<file path="src/rtl/hazard_sequencer_if.sv">
// Hazard sequencer bundle: the pipeline hazard inputs and the stage control
// outputs of hazard_sequencer, grouped so the core and the bench share one
// definition.
//
// Inputs to the sequencer (driven by the pipeline, "master" side):
//   id_rs1/id_rs2/id_fwd_type            : operand info of the ID instruction
//   ex_reg_we/ex_rd/ex_mem_read          : EX stage writer info
//   mem_reg_we/mem_rd/mem_mem_read       : MEM stage writer info
//   mem_req/mem_ack                      : data-memory access handshake
//   mdu_busy                             : multi-cycle MDU op still running
//   branch_taken/trap                    : one-cycle redirect pulses
//   clear_stats                          : synchronous clear of stall_cycles
// Outputs from the sequencer ("slave" side):
//   stall_if/id/ex/mem                   : hold stage registers
//   bubble_ex/mem/wb                     : insert NOP into ID/EX, EX/MEM, MEM/WB
//   flush_id/ex/mem                      : kill stage contents
//   stall_cycles                         : saturating count of stall_if cycles
//   dbgState                             : current FSM state, for observation
//
// Handshake: mem_req is held high by the MEM stage while an access is
// outstanding; the access completes in the cycle mem_ack is high. There is no
// ready/backpressure on the control outputs: they act in the cycle asserted.
interface hazard_sequencer_if #(
    parameter int CNT_WIDTH = 16
);
    logic [4:0]           id_rs1;
    logic [4:0]           id_rs2;
    logic [1:0]           id_fwd_type;
    logic                 ex_reg_we;
    logic [4:0]           ex_rd;
    logic                 ex_mem_read;
    logic                 mem_reg_we;
    logic [4:0]           mem_rd;
    logic                 mem_mem_read;
    logic                 mem_req;
    logic                 mem_ack;
    logic                 mdu_busy;
    logic                 branch_taken;
    logic                 trap;
    logic                 clear_stats;

    logic                 stall_if;
    logic                 stall_id;
    logic                 stall_ex;
    logic                 stall_mem;
    logic                 bubble_ex;
    logic                 bubble_mem;
    logic                 bubble_wb;
    logic                 flush_id;
    logic                 flush_ex;
    logic                 flush_mem;
    logic [CNT_WIDTH-1:0] stall_cycles;
    logic [1:0]           dbgState;

    modport master (
        output id_rs1, id_rs2, id_fwd_type,
        output ex_reg_we, ex_rd, ex_mem_read,
        output mem_reg_we, mem_rd, mem_mem_read,
        output mem_req, mem_ack, mdu_busy, branch_taken, trap, clear_stats,
        input  stall_if, stall_id, stall_ex, stall_mem,
        input  bubble_ex, bubble_mem, bubble_wb,
        input  flush_id, flush_ex, flush_mem,
        input  stall_cycles, dbgState
    );

    modport slave (
        input  id_rs1, id_rs2, id_fwd_type,
        input  ex_reg_we, ex_rd, ex_mem_read,
        input  mem_reg_we, mem_rd, mem_mem_read,
        input  mem_req, mem_ack, mdu_busy, branch_taken, trap, clear_stats,
        output stall_if, stall_id, stall_ex, stall_mem,
        output bubble_ex, bubble_mem, bubble_wb,
        output flush_id, flush_ex, flush_mem,
        output stall_cycles, dbgState
    );
endinterface

</file>
<file path="src/rtl/hazard_sequencer.sv">
// Pipeline hazard controller for the 5-stage core. Decides when forwarding
// cannot cover a dependency and sequences stalls, bubbles and flushes for
// load-use / ID-operand hazards, data-memory waits, multi-cycle MDU ops and
// branch/trap redirects. Keeps a saturating stall-cycle counter.
//
// Ports:
//   clock    : core clock
//   reset_n  : asynchronous active-low reset
//   hz       : hazard_sequencer_if.slave bundle (see interface header)
module hazard_sequencer #(
    parameter int CNT_WIDTH = 16
) (
    input logic               clock,
    input logic               reset_n,
    hazard_sequencer_if.slave hz
);
    typedef enum logic [1:0] {
        RUN       = 2'd0,
        HAZ_STALL = 2'd1,
        MEM_WAIT  = 2'd2,
        MDU_WAIT  = 2'd3
    } seqState_e;

    // forwarding_type_t encoding
    localparam logic [1:0] FT_NONE  = 2'd0;
    localparam logic [1:0] FT_TYPE1 = 2'd1;
    localparam logic [1:0] FT_TYPE2 = 2'd2;
    localparam logic [1:0] FT_TYPE13 = 2'd3;

    seqState_e state, nextState;
    logic [1:0] hazCnt, nextCnt;
    logic       pendBranch, nextPendBranch;
    logic       pendTrap, nextPendTrap;

    logic stallIf, stallId, stallEx, stallMem;
    logic bubbleEx, bubbleMem, bubbleWb;
    logic flushId, flushEx, flushMem;

    logic needId1, needId2, needEx1, needEx2;
    logic [1:0] costId1, costId2, costEx1, costEx2, hazN;
    logic redirect;

    // Stall cost for an operand read in ID. x0 never matches.
    function automatic logic [1:0] idCost(input logic [4:0] r,
                                          input logic exWe, input logic exLd,
                                          input logic [4:0] exRd,
                                          input logic memWe, input logic memLd,
                                          input logic [4:0] memRd);
        if (r == 5'd0)                          return 2'd0;
        if (exWe && exLd && exRd == r)          return 2'd2;
        if (exWe && exRd == r)                  return 2'd1;
        if (memWe && memLd && memRd == r)       return 2'd1;
        return 2'd0;
    endfunction

    // Stall cost for an operand read in EX: only an EX load cannot be forwarded.
    function automatic logic [1:0] exCost(input logic [4:0] r,
                                          input logic exWe, input logic exLd,
                                          input logic [4:0] exRd);
        if (r != 5'd0 && exWe && exLd && exRd == r) return 2'd1;
        return 2'd0;
    endfunction

    function automatic logic [1:0] max2(input logic [1:0] a, input logic [1:0] b);
        return (a > b) ? a : b;
    endfunction

    always_comb begin
        needId1 = (hz.id_fwd_type == FT_TYPE1) || (hz.id_fwd_type == FT_TYPE13);
        needId2 = (hz.id_fwd_type == FT_TYPE1);
        needEx1 = (hz.id_fwd_type == FT_TYPE2);
        needEx2 = (hz.id_fwd_type == FT_TYPE2) || (hz.id_fwd_type == FT_TYPE13);
        costId1 = needId1 ? idCost(hz.id_rs1, hz.ex_reg_we, hz.ex_mem_read, hz.ex_rd,
                                   hz.mem_reg_we, hz.mem_mem_read, hz.mem_rd) : 2'd0;
        costId2 = needId2 ? idCost(hz.id_rs2, hz.ex_reg_we, hz.ex_mem_read, hz.ex_rd,
                                   hz.mem_reg_we, hz.mem_mem_read, hz.mem_rd) : 2'd0;
        costEx1 = needEx1 ? exCost(hz.id_rs1, hz.ex_reg_we, hz.ex_mem_read, hz.ex_rd) : 2'd0;
        costEx2 = needEx2 ? exCost(hz.id_rs2, hz.ex_reg_we, hz.ex_mem_read, hz.ex_rd) : 2'd0;
        hazN    = max2(max2(costId1, costId2), max2(costEx1, costEx2));
    end

    assign redirect = hz.branch_taken | hz.trap;

    always_ff @(posedge clock or negedge reset_n) begin
        if (!reset_n) begin
            state      <= RUN;
            hazCnt     <= 2'd0;
            pendBranch <= 1'b0;
            pendTrap   <= 1'b0;
        end else begin
            state      <= nextState;
            hazCnt     <= nextCnt;
            pendBranch <= nextPendBranch;
            pendTrap   <= nextPendTrap;
        end
    end

    always_comb begin
        nextState      = state;
        nextCnt        = hazCnt;
        nextPendBranch = pendBranch;
        nextPendTrap   = pendTrap;
        stallIf   = 1'b0;
        stallId   = 1'b0;
        stallEx   = 1'b0;
        stallMem  = 1'b0;
        bubbleEx  = 1'b0;
        bubbleMem = 1'b0;
        bubbleWb  = 1'b0;
        flushId   = 1'b0;
        flushEx   = 1'b0;
        flushMem  = 1'b0;

        unique case (state)
            RUN: begin
                // A flush deferred from a wait is issued together with any new pulse.
                if (redirect || pendBranch || pendTrap) begin
                    flushId        = 1'b1;
                    flushEx        = 1'b1;
                    flushMem       = hz.trap | pendTrap;
                    nextPendBranch = 1'b0;
                    nextPendTrap   = 1'b0;
                end else if (hz.mem_req && !hz.mem_ack) begin
                    stallIf   = 1'b1;
                    stallId   = 1'b1;
                    stallEx   = 1'b1;
                    stallMem  = 1'b1;
                    bubbleWb  = 1'b1;
                    nextState = MEM_WAIT;
                end else if (hz.mdu_busy) begin
                    stallIf   = 1'b1;
                    stallId   = 1'b1;
                    stallEx   = 1'b1;
                    bubbleMem = 1'b1;
                    nextState = MDU_WAIT;
                end else if (hazN != 2'd0) begin
                    stallIf  = 1'b1;
                    stallId  = 1'b1;
                    bubbleEx = 1'b1;
                    nextCnt  = hazN - 2'd1;
                    if (hazN > 2'd1) nextState = HAZ_STALL;
                end
            end
            HAZ_STALL: begin
                if (redirect) begin
                    flushId   = 1'b1;
                    flushEx   = 1'b1;
                    flushMem  = hz.trap;
                    nextCnt   = 2'd0;
                    nextState = RUN;
                end else begin
                    stallIf  = 1'b1;
                    stallId  = 1'b1;
                    bubbleEx = 1'b1;
                    nextCnt  = hazCnt - 2'd1;
                    if (hazCnt <= 2'd1) nextState = RUN;
                end
            end
            MEM_WAIT: begin
                if (hz.trap)         nextPendTrap   = 1'b1;
                if (hz.branch_taken) nextPendBranch = 1'b1;
                if (hz.mem_ack) begin
                    nextState = RUN;
                end else begin
                    stallIf  = 1'b1;
                    stallId  = 1'b1;
                    stallEx  = 1'b1;
                    stallMem = 1'b1;
                    bubbleWb = 1'b1;
                end
            end
            MDU_WAIT: begin
                if (hz.trap)         nextPendTrap   = 1'b1;
                if (hz.branch_taken) nextPendBranch = 1'b1;
                if (!hz.mdu_busy) begin
                    nextState = RUN;
                end else begin
                    stallIf   = 1'b1;
                    stallId   = 1'b1;
                    stallEx   = 1'b1;
                    bubbleMem = 1'b1;
                end
            end
            default: nextState = RUN;
        endcase
    end

    // Outputs are combinational from inputs, so gate them with reset_n to
    // keep them low for the whole time reset is asserted.
    assign hz.stall_if   = reset_n & stallIf;
    assign hz.stall_id   = reset_n & stallId;
    assign hz.stall_ex   = reset_n & stallEx;
    assign hz.stall_mem  = reset_n & stallMem;
    assign hz.bubble_ex  = reset_n & bubbleEx;
    assign hz.bubble_mem = reset_n & bubbleMem;
    assign hz.bubble_wb  = reset_n & bubbleWb;
    assign hz.flush_id   = reset_n & flushId;
    assign hz.flush_ex   = reset_n & flushEx;
    assign hz.flush_mem  = reset_n & flushMem;
    assign hz.dbgState   = state;

    always_ff @(posedge clock or negedge reset_n) begin
        if (!reset_n) begin
            hz.stall_cycles <= '0;
        end else if (hz.clear_stats) begin
            hz.stall_cycles <= '0;
        end else if (stallIf && (hz.stall_cycles != '1)) begin
            hz.stall_cycles <= hz.stall_cycles + 1'b1;
        end
    end
endmodule

</file>
<file path="src/flat_wrapper.sv">
// flat-port wrapper written by rule: the top's interface ports become plain ports
module hazard_sequencer_flat 
#(
    parameter int CNT_WIDTH = 16
)
  (clock, reset_n, hz_id_rs1, hz_id_rs2, hz_id_fwd_type, hz_ex_reg_we, hz_ex_rd, hz_ex_mem_read, hz_mem_reg_we, hz_mem_rd, hz_mem_mem_read, hz_mem_req, hz_mem_ack, hz_mdu_busy, hz_branch_taken, hz_trap, hz_clear_stats, hz_stall_if, hz_stall_id, hz_stall_ex, hz_stall_mem, hz_bubble_ex, hz_bubble_mem, hz_bubble_wb, hz_flush_id, hz_flush_ex, hz_flush_mem, hz_stall_cycles, hz_dbgState);
  hazard_sequencer_if #(.CNT_WIDTH(CNT_WIDTH)) hz_i ();
  input logic clock;
  input logic reset_n;
  input wire logic [$bits(hz_i.id_rs1)-1:0] hz_id_rs1;
  input wire logic [$bits(hz_i.id_rs2)-1:0] hz_id_rs2;
  input wire logic [$bits(hz_i.id_fwd_type)-1:0] hz_id_fwd_type;
  input wire logic [$bits(hz_i.ex_reg_we)-1:0] hz_ex_reg_we;
  input wire logic [$bits(hz_i.ex_rd)-1:0] hz_ex_rd;
  input wire logic [$bits(hz_i.ex_mem_read)-1:0] hz_ex_mem_read;
  input wire logic [$bits(hz_i.mem_reg_we)-1:0] hz_mem_reg_we;
  input wire logic [$bits(hz_i.mem_rd)-1:0] hz_mem_rd;
  input wire logic [$bits(hz_i.mem_mem_read)-1:0] hz_mem_mem_read;
  input wire logic [$bits(hz_i.mem_req)-1:0] hz_mem_req;
  input wire logic [$bits(hz_i.mem_ack)-1:0] hz_mem_ack;
  input wire logic [$bits(hz_i.mdu_busy)-1:0] hz_mdu_busy;
  input wire logic [$bits(hz_i.branch_taken)-1:0] hz_branch_taken;
  input wire logic [$bits(hz_i.trap)-1:0] hz_trap;
  input wire logic [$bits(hz_i.clear_stats)-1:0] hz_clear_stats;
  output wire logic [$bits(hz_i.stall_if)-1:0] hz_stall_if;
  output wire logic [$bits(hz_i.stall_id)-1:0] hz_stall_id;
  output wire logic [$bits(hz_i.stall_ex)-1:0] hz_stall_ex;
  output wire logic [$bits(hz_i.stall_mem)-1:0] hz_stall_mem;
  output wire logic [$bits(hz_i.bubble_ex)-1:0] hz_bubble_ex;
  output wire logic [$bits(hz_i.bubble_mem)-1:0] hz_bubble_mem;
  output wire logic [$bits(hz_i.bubble_wb)-1:0] hz_bubble_wb;
  output wire logic [$bits(hz_i.flush_id)-1:0] hz_flush_id;
  output wire logic [$bits(hz_i.flush_ex)-1:0] hz_flush_ex;
  output wire logic [$bits(hz_i.flush_mem)-1:0] hz_flush_mem;
  output wire logic [$bits(hz_i.stall_cycles)-1:0] hz_stall_cycles;
  output wire logic [$bits(hz_i.dbgState)-1:0] hz_dbgState;
  assign hz_i.id_rs1 = hz_id_rs1;
  assign hz_i.id_rs2 = hz_id_rs2;
  assign hz_i.id_fwd_type = hz_id_fwd_type;
  assign hz_i.ex_reg_we = hz_ex_reg_we;
  assign hz_i.ex_rd = hz_ex_rd;
  assign hz_i.ex_mem_read = hz_ex_mem_read;
  assign hz_i.mem_reg_we = hz_mem_reg_we;
  assign hz_i.mem_rd = hz_mem_rd;
  assign hz_i.mem_mem_read = hz_mem_mem_read;
  assign hz_i.mem_req = hz_mem_req;
  assign hz_i.mem_ack = hz_mem_ack;
  assign hz_i.mdu_busy = hz_mdu_busy;
  assign hz_i.branch_taken = hz_branch_taken;
  assign hz_i.trap = hz_trap;
  assign hz_i.clear_stats = hz_clear_stats;
  assign hz_stall_if = hz_i.stall_if;
  assign hz_stall_id = hz_i.stall_id;
  assign hz_stall_ex = hz_i.stall_ex;
  assign hz_stall_mem = hz_i.stall_mem;
  assign hz_bubble_ex = hz_i.bubble_ex;
  assign hz_bubble_mem = hz_i.bubble_mem;
  assign hz_bubble_wb = hz_i.bubble_wb;
  assign hz_flush_id = hz_i.flush_id;
  assign hz_flush_ex = hz_i.flush_ex;
  assign hz_flush_mem = hz_i.flush_mem;
  assign hz_stall_cycles = hz_i.stall_cycles;
  assign hz_dbgState = hz_i.dbgState;
  hazard_sequencer #(.CNT_WIDTH(CNT_WIDTH)) u_core (.clock(clock), .reset_n(reset_n), .hz(hz_i));
endmodule
</file>
<file path="config.mk">
export PLATFORM = sky130hd
export DESIGN_NAME = hazard_sequencer_flat
export DESIGN_NICKNAME = d
export VERILOG_FILES = /design/src/rtl/hazard_sequencer_if.sv /design/src/rtl/hazard_sequencer.sv /design/src/flat_wrapper.sv
export SDC_FILE = /design/constraint.sdc
export NUM_CORES = 1
export LEC_CHECK = 0
export ABC_AREA = 0
export CORE_MARGIN = 1.5
export CORE_UTILIZATION = 47
export DETAILED_ROUTE_END_ITERATION = 16
export PLACE_DENSITY = 0.89
export SLEW_MARGIN = 20
export SYNTH_ARGS = -nofsm -noshare
export SYNTH_HDL_FRONTEND = slang
export SYNTH_SLANG_ARGS = --single-unit
</file>
<file path="constraint.sdc">
create_clock -name clock -period 5.04 [get_ports clock]
set_input_delay 0.504 -clock clock [delete_from_list [all_inputs] [get_ports clock]]
set_output_delay 0.504 -clock clock [all_outputs]
set_load 0.05 [all_outputs]
</file>
* After elaboration in Yosys (flattened, before gate mapping)
Index checks and enable logic that the tools add are counted.
** Storage, ports and cells
- Bits in registers :: 22
- Bits of input ports :: 34
- Output and inout port bits :: 28
- Word-level logic and storage cells :: 179
** Cells by class
- $add $sub $neg :: 3
- $lt $le $gt $ge :: 5
- Equal/unequal tests :: 23
- Mux-type cells :: 99
- Bitwise operators :: 9
- Reduce and logical (&&, ||, !) cells :: 35
** Operator list (number)
- 2-to-1 mux 2 bit :: 41
- 2-to-1 mux 1 bit :: 45
- 2-to-1 mux 16 bit :: 2
- equality test 5 bit :: 4
- adder 16 x 1 -> 16 bit (second input constant) :: 1
- logical AND 1 bit :: 16
- inequality test 16 bit (second input constant) :: 1
- case mux 1 bit (2 select lines) :: 7
- logical NOT 5 bit :: 2
- inequality test 2 bit (second input constant) :: 5
- nonzero test 5 bit :: 2
- equality test 2 bit (second input constant) :: 4
- inequality test 2 x 1 -> 1 bit (second input constant) :: 4
- inequality test 4 x 2 -> 1 bit (second input constant) :: 2
- case mux 2 bit (4 select lines) :: 1
- nonzero test 2 bit :: 4
- AND 1 bit :: 7
- greater-than comparator 2 bit :: 3
- AND reduction 3 bit :: 2
- AND reduction 6 bit :: 1
- AND reduction 5 bit :: 1
- equality test 2 x 1 -> 1 bit (second input constant) :: 2
- logical OR 1 bit :: 4
- case mux 1 bit (4 select lines) :: 1
- 10 further kinds :: 12

* Logic depth before layout (Yosys ltp)
Gate-level depths: netlist of the first run.
- Word-level depth :: 27
- Mapped depth :: 20
- Depth with buffers taken out :: 20

* Worst setup path after synthesis of the first run
Ideal clock, no wire load.
- Path type :: in2out
- Start point :: in hz_ex_rd[0]
- End point :: out hz_bubble_ex
- Arrival :: 4399 ps
- Required time :: 4536 ps
- Setup slack :: 137 ps
- Cell stages on the path :: 17
- Path buffers :: 0
- Cells stage by stage :: xor2_1 nor3_1 nand2_1 or3_1 ha_1 nor2_1 o22ai_1 nor2_1 a21oi_1 ha_1 o21a_1 nor3_1 nor2_1 ha_1 nor2_1 nand2_1 a21boi_0
** Between the ends
- Longest elaborated chain between the ends :: 21
- Elaborated cells on any way between the ends :: 53
- Classes of those cells :: 3 x order compare; 2 x eq/ne; 40 x mux; 1 x bitwise; 7 x reduce/logical
** RTL lines
- start: declaration :: RTL line flat_wrapper.sv:14 : input wire logic [$bits(hz_i.ex_rd)-1:0] hz_ex_rd;
- equality test 5 bit :: RTL line hazard_sequencer.sv:50, hazard_sequencer.sv:51, hazard_sequencer.sv:60
- logical AND 1 bit :: RTL line hazard_sequencer.sv:50 : if (exWe && exLd && exRd == r) return 2'd2;
- 2-to-1 mux 2 bit :: RTL line hazard_sequencer.sv:50
- 2-to-1 mux 2 bit :: RTL line hazard_sequencer.sv:51 : if (exWe && exRd == r) return 2'd1;
- 2-to-1 mux 2 bit :: RTL line hazard_sequencer.sv:52 : if (memWe && memLd && memRd == r) return 2'd1;
- 2-to-1 mux 2 bit :: RTL line hazard_sequencer.sv:53 : return 2'd0;
- 2-to-1 mux 2 bit :: RTL line hazard_sequencer.sv:52
- 2-to-1 mux 2 bit :: RTL line hazard_sequencer.sv:51
- [5 not listed]
- 2-to-1 mux 2 bit * :: RTL line hazard_sequencer.sv:65 : return (a > b) ? a : b;
- nonzero test 2 bit * :: RTL line hazard_sequencer.sv:136 : end else if (hazN != 2'd0) begin
- 2-to-1 mux 1 bit * :: RTL line hazard_sequencer.sv:136
- 2-to-1 mux 1 bit * :: RTL line hazard_sequencer.sv:130 : end else if (hz.mdu_busy) begin
- 2-to-1 mux 1 bit * :: RTL line hazard_sequencer.sv:123 : end else if (hz.mem_req && !hz.mem_ack) begin
- 2-to-1 mux 1 bit * :: RTL line hazard_sequencer.sv:117 : if (redirect || pendBranch || pendTrap) begin
- case mux 1 bit (2 select lines) * :: RTL line hazard_sequencer.sv:114 : unique case (state)
- AND 1 bit * :: RTL line hazard_sequencer.sv:194 : assign hz.bubble_ex = reset_n & bubbleEx;
- end: declaration :: RTL line flat_wrapper.sv:29 : output wire logic [$bits(hz_i.bubble_ex)-1:0] hz_bubble_ex;
Every way passes the cells marked *; elsewhere a longest branch is shown, timed or not. The select of a mux whose other input is x is not followed.

* Worst setup path in the final report of the first run
- Start point :: in hz_id_rs1[3]
- End point :: out hz_stall_if
** Between the ends
- Longest elaborated chain between the ends :: 22
- Elaborated cells on any way between the ends :: 44
- Classes of those cells :: 3 x order compare; 2 x eq/ne; 29 x mux; 1 x bitwise; 9 x reduce/logical
** RTL lines
- start: declaration :: RTL line flat_wrapper.sv:10 : input wire logic [$bits(hz_i.id_rs1)-1:0] hz_id_rs1;
- equality test 5 bit :: RTL line hazard_sequencer.sv:52
- logical AND 1 bit :: RTL line hazard_sequencer.sv:52
- 2-to-1 mux 1 bit (2 in a row) :: RTL line hazard_sequencer.sv:52
- 2-to-1 mux 1 bit :: RTL line hazard_sequencer.sv:51
- 2-to-1 mux 1 bit :: RTL line hazard_sequencer.sv:50
- 2-to-1 mux 2 bit :: RTL line hazard_sequencer.sv:53
- 2-to-1 mux 2 bit :: RTL line hazard_sequencer.sv:52
- 2-to-1 mux 2 bit :: RTL line hazard_sequencer.sv:51
- [5 not listed]
- 2-to-1 mux 2 bit * :: RTL line hazard_sequencer.sv:65
- nonzero test 2 bit * :: RTL line hazard_sequencer.sv:136
- 2-to-1 mux 1 bit * :: RTL line hazard_sequencer.sv:136
- 2-to-1 mux 1 bit * :: RTL line hazard_sequencer.sv:130
- 2-to-1 mux 1 bit * :: RTL line hazard_sequencer.sv:123
- 2-to-1 mux 1 bit * :: RTL line hazard_sequencer.sv:117
- case mux 1 bit (4 select lines) * :: RTL line hazard_sequencer.sv:114
- AND 1 bit * :: RTL line hazard_sequencer.sv:190 : assign hz.stall_if = reset_n & stallIf;
- end: declaration :: RTL line flat_wrapper.sv:25 : output wire logic [$bits(hz_i.stall_if)-1:0] hz_stall_if;
Marks and branches as above.

==> results.json, run 1 <==
{
  "antenna_cells": 0,
  "dpl.hpwl_um": 3740,
  "cts_buffers": 3,
  "synth_top_family_by_area": "simple AND/OR/NAND/NOR gates",
  "r2r-start": "u_core.hz.dbgState[1]",
  "start_kind": "input port",
  "die_h_um": 67.4,
  "crit_type": "in2out",
  "cpPeakStageDelay_ns": 0.48,
  "path_buf_inv": 3,
  "p_leak_nw": 1.14,
  "cpMaxStageDelayCell": "clkdlybuf4s50_1",
  "max_slew_margin_pct": 59.2,
  "holdWs_ns": 0.515,
  "critPathLaunch": "hz_id_rs1[3]",
  "synth_edf_count": 0,
  "areaGrowthSynthToFinish_pct": 43.2,
  "clk_pin_slew_ns": 0.08,
  "tritoncts": "yes",
  "outcome": "finished clean",
  "yosysWarnings": 0,
  "ir_drop_mv": 0.253,
  "post_drt_wl_per_cell_um": 14.7,
  "io_buffers": 61,
  "grt_max_degree": 17,
  "core_region_area_um2": 4000,
  "hold_viol_final": 0,
  "tightest_slew_ns": 0.610,
  "root_buffer": "clkbuf_8",
  "finalWirelength_um": 4930,
  "timing.final.crit_share_pct": 96.6,
  "gp_congestion": 0.790,
  "slew_violations": 0,
  "fmax_mhz": 205,
  "grt_pass1_wl_um": 7980,
  "floorplan.initialDensity_pct": 48.8,
  "mostFrequentLayoutCells": "clkdlybuf4s50_1 (57), nor2_1 (24), dfrtp_1 (22), xor2_1 (21), nand2_1 (13)",
  "antenna_left": 0,
  "overflow": 0,
  "dp_slack_ns": -0.00363,
  "drt-pass1-iter-count": 4,
  "maxCapViolCount": 0,
  "synth-seq-area-share_pct": 28.2,
  "synth_top_flop_cell": "dfrtp_1",
  "synth_xor_area_share_pct": 15.3,
  "clk_path_buf_depth": 2,
  "synth_nets": 267,
  "drc": 0,
  "reg2reg_to": "u_core.hz.stall_cycles[15]",
  "cp_max_fo": 4,
  "synthAdderAreaFrac_pct": 7.69,
  "fin_nets": 333,
  "critPathTopFamily": "simple AND/OR/NAND/NOR gates",
  "p_per_area_nw_per_um2": 314,
  "cp-end-kind": "output pin",
  "reg2reg_depth": 8,
  "die_area_um2": 4550,
  "synthArstFlopShare_pct": 100,
  "clock_sinks": 22,
  "io_pins": 62,
  "clk_latency_ns": 0.27,
  "cp.depth": 20,
  "hold_buffers": 0,
  "vias_per_cell": 5.72,
  "period_minus_slack_ns": 4.87,
  "synth.distinct_cells": 46,
  "synth_mux_area_share_pct": 2.18,
  "antenna_found_initial": 0,
  "crit_path_cell_trace": "clkdlybuf4s50_1 > xnor2_1 > nand3_2 > nor4b_2 > inv_1 > ha_1 > nor2_2 > o22ai_2 > nor2_1 > a21oi_1 > ha_1 > o21ai_0 > and2_2 > a22o_1 > nor2_2 > ha_2 > a31oi_4 > o21a_1 > and2_2 > buf_12",
  "ys_ff_latch": 22,
  "drive_gt1_share_pct": 14.0,
  "rows": 23,
  "grt_pass1_vias": 1805,
  "rrSetupSlack_ns": 2.67,
  "chipWidth_um": 67.4,
  "synth_area_um2": 1950,
  "setup_viol": 0,
  "hold_path.startpoint": "u_core.hazCnt[1]",
  "cp_data_required_time_ns": 4.54,
  "cp.arrival_ns": 4.36,
  "grt_use_total_pct": 22.5,
  "dr_total_vias": 1922,
  "crit_path_end": "hz_stall_if",
  "finClkSkew_ns": 0.00651,
  "setup_ws_ns": 0.173,
  "synth_compound_area_share_pct": 13.1,
  "avgSynthCellArea_um2": 8.83,
  "synthCells": 221,
  "htreeDepth": 1,
  "utilization_pct": 69.9,
  "drtIter0Drc": 84,
  "synth_simple_gate_area_share_pct": 29.9,
  "layout_commonest_cell": "clkdlybuf4s50_1",
  "hp-class": "reg2reg"
}
[area by class of cell]
| cell class | instances | area (um2) |
|---|---|---|
| clock buffer | 3 | 41.3 |
| inverter | 9 | 33.8 |
| fill | 295 | 1200 |
| timing repair buffer | 67 | 688 |
| tap | 50 | 62.6 |
| sequential | 22 | 551 |
| clock inverter | 1 | 30.0 |
| multi-input combinational | 184 | 1390 |
[state kept, by name, indices dropped and copies added (netlist names)]
register                flops
u_core.pendBranch           1
u_core.hz.dbgState          2
u_core.hazCnt               2
u_core.hz.stall_cycles     16
u_core.pendTrap             1
[worst min path at each step]
stage                       end  cells past startpoint  slack (ns)
6_report       u_core.hazCnt[1]                      1        0.51
4_1_cts        u_core.hazCnt[1]                      1        0.51
3_5_place_dp   u_core.hazCnt[1]                      1        0.50
2_1_floorplan  u_core.hazCnt[0]                      0        0.21
3_3_place_gp   u_core.hazCnt[1]                      1        0.49
5_1_grt        u_core.hazCnt[1]                      1        0.54
[where the power goes]
group,internal (W),switching (W),leakage [nW]
clock,0.000106,0.0000601,0.0357
sequential,0.000203,0.0000265,0.296
combinational,0.000194,0.000288,0.808
[worst reg2reg max path: stages, from the launching register on]
cell	delay (ns)
dfrtp_1	0.43
inv_1	0.11
ha_1	0.37
or3b_2	0.56
nand4_4	0.14
o211a_4	0.21
nand4_1	0.13
xnor2_1	0.15
nor2b_1	0.13
[layer usage]
metal / up-vias / global-route usage, % / wire, um
li1: 924 / - / -
met1: 925 / 29.8 / 2230
met2: 69 / 38.9 / 2370
met4: 0 / 5.10 / 42
met3: 4 / 3.17 / 288
met5: - / 0 / 0
[synthesized netlist by cell type, types with 2 or more instances]
cell type / number / area share (%)
a21boi_0: 2 / 0.77
a21oi_1: 8 / 2.1
and2_1: 4 / 1.3
and3_1: 5 / 1.6
and4_1: 4 / 1.8
buf_4: 4 / 1.5
clkbuf_1: 2 / 0.38
dfrtp_1: 22 / 28
ha_1: 12 / 7.7
inv_1: 9 / 1.7
mux2_2: 2 / 1.2
mux2i_1: 2 / 1.0
nand2_1: 13 / 2.5
nand2b_1: 2 / 0.64
nand3_1: 11 / 2.8
nand3b_1: 3 / 1.2
nand4_1: 7 / 2.2
nand4b_1: 3 / 1.3
nor2_1: 26 / 5.0
nor2b_1: 2 / 0.64
nor3_1: 7 / 1.8
nor3b_1: 3 / 1.2
nor4_1: 3 / 0.96
o21a_1: 2 / 0.77
o21ai_0: 7 / 1.8
o22ai_1: 2 / 0.64
or4_4: 3 / 1.7
xnor2_1: 13 / 5.8
xor2_1: 21 / 9.4
[through the flow]
step / instances / setup TNS, ns / cell area [um2] / total power (W)
2_1_floorplan: 221 / 0 / 1950 / 0.000553
3_3_place_gp: 331 / 0 / 2660 / 0.000696
3_5_place_dp: 331 / -0.00615 / 2660 / 0.000709
4_1_cts: 335 / 0 / 2740 / 0.000877
5_1_grt: 336 / -0.257 / 2800 / 0.000927
6_report: 336 / 0 / 2800 / 0.000878
[cells by family (layout without fill, tap and decap cells)]
family | count (synthesis) | in the layout
AO/OA/AOI/OAI | 32 | 32
XOR/XNOR | 34 | 34
adder cells (fa/ha/maj) | 12 | 12
buffers and inverters | 15 | 80
flip-flops | 22 | 22
multiplexers | 4 | 4
AND/OR/NAND/NOR | 102 | 102
[repair_timing]
item / CTS / global route
pin swaps: 0 / 2
setup buffers: 0 / 1
hold endpoints to repair: 0 / 0
gates resized for setup: 2 / 12
setup endpoints to repair: 2 / 3
Power figures use the tool's default switching activity.
==> run 2: changes to the inputs <==
HOLD_SLACK_MARGIN = 0.05   (was unset)
==> results of run 2 <==
No change in the layout: final DEF, timing and power equal those of run 1.
